### config.mk
export PLATFORM = sky130hd
export DESIGN_NAME = gf180mcu_fd_sc_mcu9t5v0__rst_seq
export DESIGN_NICKNAME = d
export VERILOG_FILES = /design/src/rtl/gf180mcu_fd_sc_mcu9t5v0__rst_seq_pkg.sv /design/src/rtl/gf180mcu_fd_sc_mcu9t5v0__rst_sync_chain.sv /design/src/rtl/gf180mcu_fd_sc_mcu9t5v0__rst_seq.sv
export SDC_FILE = /design/constraint.sdc
export NUM_CORES = 1
export LEC_CHECK = 0
export ABC_AREA = 0
export ABC_CLOCK_PERIOD_IN_PS = 2900
export BUFFER_PORTS_ARGS = -buffer_cell sky130_fd_sc_hd__buf_4
export CORE_MARGIN = 3
export CORE_UTILIZATION = 55
export DETAILED_ROUTE_END_ITERATION = 8
export GPL_ROUTABILITY_DRIVEN = 0
export HOLD_SLACK_MARGIN = 0.03
export MAX_ROUTING_LAYER = met4
export PLACE_DENSITY = 0.75
export RECOVER_POWER = 25
export SLEW_MARGIN = 20
export SYNTH_ARGS = -nofsm -noshare
export SYNTH_HDL_FRONTEND = slang
export SYNTH_HIERARCHICAL = 1
export SYNTH_SLANG_ARGS = --single-unit
### constraint.sdc
create_clock -name CLK -period 2.9 [get_ports CLK]
set_input_delay 0.435 -clock CLK [delete_from_list [all_inputs] [get_ports CLK]]
set_output_delay 0.435 -clock CLK [all_outputs]
set_load 0.01 [all_outputs]
### src/rtl/gf180mcu_fd_sc_mcu9t5v0__rst_seq_pkg.sv
// rtl/gf180mcu_fd_sc_mcu9t5v0__rst_seq_pkg.sv - shared state enum, parameter minimums and counter sizing
package gf180mcu_fd_sc_mcu9t5v0__rst_seq_pkg;

   localparam int MIN_NUM_STAGES = 1;
   localparam int MIN_SYNC_DEPTH = 2;
   localparam int MIN_STRETCH    = 1;
   localparam int MIN_GAP        = 1;

   typedef enum logic [2:0] {
      ST_HOLD,
      ST_STRETCH,
      ST_RELEASE,
      ST_RUN,
      ST_SWASSERT,
      ST_SWWAIT
   } rst_seq_state_e;

   // One counter serves both the stretch and the inter-stage gap.
   function automatic int cnt_width(input int stretch, input int gap);
      int m;
      m = (stretch > gap) ? stretch : gap;
      return $clog2(m + 1);
   endfunction

endpackage

### src/rtl/gf180mcu_fd_sc_mcu9t5v0__rst_sync_chain.sv
// rtl/gf180mcu_fd_sc_mcu9t5v0__rst_sync_chain.sv - async-assert, sync-release reset synchronizer
module gf180mcu_fd_sc_mcu9t5v0__rst_sync_chain #(
   parameter int DEPTH = 2
) (
   input  logic clk_i,
   input  logic rst_ni,
   output logic sync_o
);

   logic [DEPTH-1:0] chain_q;

   always_ff @(posedge clk_i or negedge rst_ni) begin
      if (!rst_ni) begin
         chain_q <= '0;
      end else begin
         chain_q <= {chain_q[DEPTH-2:0], 1'b1};
      end
   end

   assign sync_o = chain_q[DEPTH-1];

endmodule

### src/rtl/gf180mcu_fd_sc_mcu9t5v0__rst_seq.sv
// rtl/gf180mcu_fd_sc_mcu9t5v0__rst_seq.sv - staged reset sequencer with 4-phase SW reset
// Optional macro GF180MCU_RST_SEQ_REVERSE_ASSERT_EN stages SW assertion from the top index down.
module gf180mcu_fd_sc_mcu9t5v0__rst_seq
   import gf180mcu_fd_sc_mcu9t5v0__rst_seq_pkg::*;
#(
   parameter int NUM_STAGES = 4,
   parameter int SYNC_DEPTH = 2,
   parameter int STRETCH    = 16,
   parameter int GAP        = 4
) (
   input  logic                  CLK,
   input  logic                  RN,
   input  logic                  SW_REQ,
   output logic                  SW_ACK,
   output logic [NUM_STAGES-1:0] RSTN_O,
   output logic                  READY
);

   localparam int NS = (NUM_STAGES < MIN_NUM_STAGES) ? MIN_NUM_STAGES : NUM_STAGES;
   localparam int SD = (SYNC_DEPTH < MIN_SYNC_DEPTH) ? MIN_SYNC_DEPTH : SYNC_DEPTH;
   localparam int S  = (STRETCH < MIN_STRETCH) ? MIN_STRETCH : STRETCH;
   localparam int G  = (GAP < MIN_GAP) ? MIN_GAP : GAP;
   localparam int CW = cnt_width(S, G);

   localparam logic [CW-1:0] S_W = CW'(S);
   localparam logic [CW-1:0] G_W = CW'(G);
   localparam logic [CW-1:0] ONE = CW'(1);
   localparam logic [NS-1:0] LSB = NS'(1);

   rst_seq_state_e state_q, state_d;
   logic [CW-1:0]  cnt_q, cnt_d, cnt_dec;
   logic [NS-1:0]  rstn_q, rstn_d;
   logic           ready_q, ready_d;
   logic           ack_q, ack_d;
   logic           rel_first;
   logic           sync_out;

   gf180mcu_fd_sc_mcu9t5v0__rst_sync_chain #(
      .DEPTH (SD)
   ) u_sync (
      .clk_i  (CLK),
      .rst_ni (RN),
      .sync_o (sync_out)
   );

   assign cnt_dec = (cnt_q == '0) ? '0 : cnt_q - ONE;

`ifdef GF180MCU_RST_SEQ_REVERSE_ASSERT_EN
   logic [NS-1:0] rstn_shr;
   assign rstn_shr = rstn_q >> 1;
`endif

   always_comb begin
      state_d   = state_q;
      cnt_d     = cnt_q;
      rstn_d    = rstn_q;
      ready_d   = 1'b0;
      ack_d     = 1'b0;
      rel_first = 1'b0;
      case (state_q)
         ST_HOLD: begin
            // The edge that first sees the synchronized release is stretch cycle one.
            if (sync_out) begin
               if (S == 1) begin
                  rel_first = 1'b1;
               end else begin
                  state_d = ST_STRETCH;
                  cnt_d   = S_W - ONE;
               end
            end
         end
         ST_STRETCH: begin
            if (cnt_q <= ONE) rel_first = 1'b1;
            else              cnt_d = cnt_dec;
         end
         ST_RELEASE: begin
            if (cnt_q <= ONE) begin
               rstn_d = (rstn_q << 1) | LSB;
               if (rstn_d[NS-1]) begin
                  state_d = ST_RUN;
                  cnt_d   = '0;
               end else begin
                  cnt_d = G_W;
               end
            end else begin
               cnt_d = cnt_dec;
            end
         end
         ST_RUN: begin
            ready_d = 1'b1;
            if (SW_REQ) begin
               ready_d = 1'b0;
               state_d = ST_SWASSERT;
`ifdef GF180MCU_RST_SEQ_REVERSE_ASSERT_EN
               rstn_d  = rstn_shr;
               cnt_d   = rstn_shr[0] ? G_W : S_W;
`else
               rstn_d  = '0;
               cnt_d   = S_W;
`endif
            end
         end
         ST_SWASSERT: begin
`ifdef GF180MCU_RST_SEQ_REVERSE_ASSERT_EN
            // While bit 0 is still high the counter paces the top-down drop.
            if (rstn_q[0]) begin
               if (cnt_q <= ONE) begin
                  rstn_d = rstn_shr;
                  cnt_d  = rstn_shr[0] ? G_W : S_W;
               end else begin
                  cnt_d = cnt_dec;
               end
            end else
`endif
            if (cnt_q <= ONE) begin
               ack_d   = 1'b1;
               state_d = ST_SWWAIT;
               cnt_d   = '0;
            end else begin
               cnt_d = cnt_dec;
            end
         end
         ST_SWWAIT: begin
            ack_d = 1'b1;
            if (!SW_REQ) begin
               ack_d   = 1'b0;
               state_d = ST_STRETCH;
               cnt_d   = S_W;
            end
         end
         default: begin
            state_d = ST_HOLD;
            cnt_d   = '0;
            rstn_d  = '0;
         end
      endcase

      if (rel_first) begin
         rstn_d = LSB;
         if (NS == 1) begin
            state_d = ST_RUN;
            cnt_d   = '0;
         end else begin
            state_d = ST_RELEASE;
            cnt_d   = G_W;
         end
      end
   end

   always_ff @(posedge CLK or negedge RN) begin
      if (!RN) begin
         state_q <= ST_HOLD;
         cnt_q   <= '0;
         rstn_q  <= '0;
         ready_q <= 1'b0;
         ack_q   <= 1'b0;
      end else begin
         state_q <= state_d;
         cnt_q   <= cnt_d;
         rstn_q  <= rstn_d;
         ready_q <= ready_d;
         ack_q   <= ack_d;
      end
   end

   assign RSTN_O = rstn_q;
   assign READY  = ready_q;
   assign SW_ACK = ack_q;

endmodule

* After elaboration in Yosys (flattened, before gate mapping)
Cells that the tools add are included.
Word-level totals: logic and storage cells 56, output and inout port bits 6, bits of input ports 3, flip-flop bits (word level) 16
Operators by class: order comparisons 1, multiplexer cells 28, equal/unequal tests 14, reductions and logical operators 6, add/subtract/negate cells 1
Operators by type and width (count):
- 2-to-1 mux 5 bit | 8
- one-hot mux 5 bit (6 select lines) | 1
- 2-to-1 mux 3 bit | 8
- inequality test 3 bit (second input constant) | 6
- one-hot mux 3 bit (6 select lines) | 1
- 2-to-1 mux 4 bit | 3
- one-hot mux 4 bit (3 select lines) | 1
- AND reduction 7 bit | 1
- == test 3 x 2 -> 1 bit (second input constant) | 2
- == test 3 bit (second input constant) | 2
- <= comparator 5 x 1 -> 1 bit (second input constant) | 1
- logical NOT 5 bit | 1
- 2-to-1 mux 1 bit | 5
- subtractor 5 x 1 -> 5 bit (second input constant) | 1
- AND reduction 4 bit | 1
- OR reduction 4 bit | 1
- == test 3 x 1 -> 1 bit (second input constant) | 1
- logical NOT 3 bit | 1
- inequality test 3 x 2 -> 1 bit (second input constant) | 1
- AND reduction 3 bit | 1
- inequality test 2 x 1 -> 1 bit (second input constant) | 1
- inequality test 2 bit (second input constant) | 1
- one-hot mux 1 bit (2 select lines) | 1

* Depth between registers and ports, before layout
word-level depth 5, depth in mapped cells 7

* Cells and area by module
The synthesis kept the hierarchy.
Modules (own cells, without submodules):
- gf180mcu_fd_sc_mcu9t5v0__rst_seq | cells each 100, seq. area each 350.3 µm², area an instance 914.6 µm², times used 1
- gf180mcu_fd_sc_mcu9t5v0__rst_sync_chain | cells each 3, seq. area each 50.0 µm², area an instance 53.8 µm², times used 1

* Worst setup path before layout
Ideal clock, no wire load.
kind register to register, from reg cnt_q[0], to reg rstn_q[0], in the netlist RSTN_O[0], stages on the path, launching flop included 7, buffers on the path 1, setup time 0.121 ns, setup slack 1.390 ns, data required time 2.779 ns, arrival 1.389 ns, path through dfrtp_1 ha_1 o21bai_1 buf_2 a32oi_1 o21ai_1 a22o_1
On the way: word-level cells in the longest chain between the ends 5, elaborated cells on any way between the ends 8, classes of those cells order compare (1); eq/ne (3); mux (3); reduce/logical (1)
RTL lines:
- from (decl) | RTL line gf180mcu_fd_sc_mcu9t5v0__rst_seq.sv:31 | logic [CW-1:0] cnt_q, cnt_d, cnt_dec;
- from (signal assigned) | RTL line gf180mcu_fd_sc_mcu9t5v0__rst_seq.sv:159 | cnt_q <= cnt_d;
- <= comparator 5 x 1 -> 1 bit * | RTL line gf180mcu_fd_sc_mcu9t5v0__rst_seq.sv:73, gf180mcu_fd_sc_mcu9t5v0__rst_seq.sv:77
- 2-to-1 mux 1 bit | RTL line gf180mcu_fd_sc_mcu9t5v0__rst_seq.sv:73 | if (cnt_q <= ONE) rel_first = 1'b1;
- 2-to-1 mux 1 bit | RTL line gf180mcu_fd_sc_mcu9t5v0__rst_seq.sv:60 | case (state_q)
- inequality test 3 bit (no line) / inequality test 2 x 1 -> 1 bit (equally long branches)
- AND reduction 3 bit (no line)
- to (signal assigned) | RTL line gf180mcu_fd_sc_mcu9t5v0__rst_seq.sv:160 | rstn_q <= rstn_d;
- to (decl) | RTL line gf180mcu_fd_sc_mcu9t5v0__rst_seq.sv:32 | logic [NS-1:0] rstn_q, rstn_d;
Mark *: on every way between the ends. The rest lies on a longest branch, timed or not. A chain may end at the register's enable or synchronous reset.

* Worst setup path in the final report
from reg cnt_q[0], to reg rstn_q[2], in the netlist RSTN_O[2]
Same word-level chain as after synthesis.

==> flow_summary.toml <==
[worst_setup_path]
critPathRequiredTime_ns = 3.06
critPathTopFamily = "compound AO/OA/AOI/OAI gates"
critical-path-max-stage-delay_ns = 0.72
critPathSlowestCell = "o21bai_1"
path_buf_inv = 0
cp_cell_sequence = "o21bai_1 -> a31oi_1 -> o211a_1 -> a22o_1"
crit_path_start_kind = "flop"
crit_type = "reg -> reg"
cp_max_fo = 13
crit_path_end_kind = "flop"
arrival_ns = 2.16

[drt]
ant_nets = 0
vias_per_cell = 6.62
via_count = 827
drt_wl_total_um = 1860
drc = 0
drt-pass1-iter-count = 4
wire_per_inst_um = 14.9
drt_iter0_drc = 60

[synth]
yosysUniqueCellTypes = 42
yosys.area.top_type_share = 0.413
synthSimpleGateAreaFrac = 0.193
synth_area_leaders = "dfrtp_1, ha_1, a22o_1"
yosysSeqAreaShare = 0.413
synth_area_leader_cell = "dfrtp_1"
avgSynthCellArea_sq_um = 9.40
yosys.area_share.adder = 0.0388
synth-xor-area-share = 0.0181
synth_compound_area_frac = 0.251
syn_area_sq_um = 968
synthCells = 103
syn_nets = 109
yosysWarnings = 6
synth.area.mux_share = 0.0103
synth_top_family_by_area = "compound AO/OA/AOI/OAI gates"
ys_seq_elements = 16

[timing]
tns_ns = 0
worstMarginPinSlew_ns = 0.889
max_clock_freq_mhz = 500
period_share = 0.690
hold_viol = 0
rsz0062_at_grt = "false"
layout_min_cycle_time_ns = 2.00
finalClockSkew_ns = 0.00626
maxSlewHeadroom = 0.406
setup_viol = 0
slew_violations = 0

[die]
initial_utilization = 0.614
die_h_um = 48.0
die_area_sq_mm = 0.00230
fp.dieW_um = 48.0
core_region_area_sq_mm = 0.00158
fp-row-count = 14
io_pins = 9

[cells_and_area]
synthToLayoutAreaGrowth_pct = 7.11
nets = 117
n_antenna_cell = 0
final-instance-count-excl-fill = 125
drive_gt1_frac = 0.128

[status]
status = "finished, final reports clean"

[clocking]
cts_resized = 0
cts_tree = "yes"
postCtsSetupRepairBufs = 0
h-tree-depth = 1
cts_num_sinks = 16
ctsLongestPathBuffers = 2
cts.clk_slew.worst_paths_ns = 0.07
cts_inserted_buffers = 3
clk_latency_ns = 0.28
clockRootBuffer = "clkbuf_4"

[placement]
dp_cells = 121
port_buffers = 8
dp_hpwl_um = 1370

[power_and_ir_drop]
power_mw = 1.22
ir_worst_vdd_mv = 0.788
p_per_area_mw_per_mm2 = 1170
leakagePower_nw = 0.451

[grt]
grt_max_degree = 17
grt-ovfl-total = 0
antenna_found_initial = 0
first_global_vias = 701
grt_first_pass_wirelength_um = 3150
grtUsageTotal = 0.201

[hold_path]
min_path_type = "reg -> reg"

[flow_run]
maxCapViolations = 0
logic make-up after synthesis:
logic type	after synthesis
buffers and inverters	14
adder cells (fa/ha/maj)	3
other	1
AO/OA/AOI/OAI	32
XOR/XNOR	2
flip-flops	16
multiplexers	1
AND/OR/NAND/NOR	34
layer usage:
| metal | up-vias | global-route usage | wire length, um |
|---|---|---|---|
| met3 | 2 | 0.0564 | 152 |
| li1 | 391 | - | - |
| met4 | 0 | 0.0484 | 14 |
| met2 | 50 | 0.288 | 826 |
| met1 | 384 | 0.279 | 869 |
| met5 | - | - | 0 |
final timing paths:
check	startpoint	to	slack (ns)	cells after the start
hold / removal	u_sync/chain_q[0]	u_sync/chain_q[1]	0.36	0
setup / recovery	cnt_q[0]	RSTN_O[2]	0.90	4
setup reg to reg	cnt_q[0]	RSTN_O[2]	0.90	4
max in group asynchronous	RN	RSTN_O[1]	1.62	2
min in group asynchronous	RN	cnt_q[4]	0.76	2
hold reg to reg	u_sync/chain_q[0]	u_sync/chain_q[1]	0.36	0
worst register-to-register path: cells and delay by family, from the launching register on:
| kind | cells | cell delay [ns] |
|---|---|---|
| AOI/OAI and AO/OA | 4 | 1.45 |
| DFF | 1 | 0.45 |
cells in the final DEF (no fill, tap or decap), types with 3 or more instances in the layout:
| master | Yosys | routed |
|---|---|---|
| a31oi_1 | 3 | 3 |
| ha_1 | 3 | 3 |
| buf_4 | 0 | 7 |
| clkbuf_4 | 0 | 3 |
| o21ai_1 | 3 | 3 |
| a22o_1 | 4 | 4 |
| nor2_1 | 9 | 9 |
| nand2_1 | 8 | 8 |
| inv_1 | 7 | 7 |
| nand3_1 | 5 | 5 |
| a21oi_1 | 3 | 3 |
| dfrtp_1 | 16 | 16 |
metrics by stage:
stage                     hold slack (ns)  area (sq um)  worst slack [ns]  utilization
after detailed placement            0.302          1010             0.974        0.640
after global placement              0.301          1010              1.05        0.640
after floorplan                     0.139           968              1.39            -
after CTS                           0.362          1040             0.952        0.660
final                               0.358          1040             0.900        0.658
after global routing                0.367          1040             0.819        0.658
synth_stat cells (all sizes together):
cell / count
dfrtp: 16
nor2: 9
inv: 8
nand2: 8
nand3: 5
o21ai: 5
a22o: 4
buf: 4
a21oi: 3
a31oi: 3
ha: 3
o221ai: 3
a32oi: 2
clkbuf: 2
nand4: 2
nor2b: 2
nor3: 2
nor4: 2
o211ai: 2
xnor2: 2
a211o: 1
a211oi: 1
conb: 1
mux2i: 1
nand2b: 1
nand4b: 1
nand4bb: 1
o2111ai: 1
o211a: 1
o21a: 1
o21bai: 1
o221a: 1
o22ai: 1
o31a: 1
o31ai: 1
or3: 1
what timing repair did:
| action | CTS | global route |
|---|---|---|
| endpoints found under the hold margin | 16 | 0 |
| setup endpoints to repair | 0 | 0 |
| hold buffers | 1 | 0 |
area by class of cell:
cell class / instances / area [sq um]
Clock buffer: 3 / 22.5
Fill cell: 136 / 539
Inverter: 8 / 30.0
Multi-Input combinational cell: 73 / 498
Sequential cell: 16 / 400
Tap cell: 16 / 20.0
Timing Repair Buffer: 9 / 66.3
state kept, by name, indices dropped and copies added, names as in the netlist:
name / cells
cnt_q: 5
RSTN_O: 4
state_q: 3
u_sync/chain_q: 2
READY: 1
SW_ACK: 1
power by group:
group	total [mW]	internal, mW	switching, mW
Sequential	0.459	0.302	0.158
Combinational	0.650	0.281	0.369
Clock	0.107	0.0481	0.0591
No activity file was read; power rests on OpenSTA's default activity.
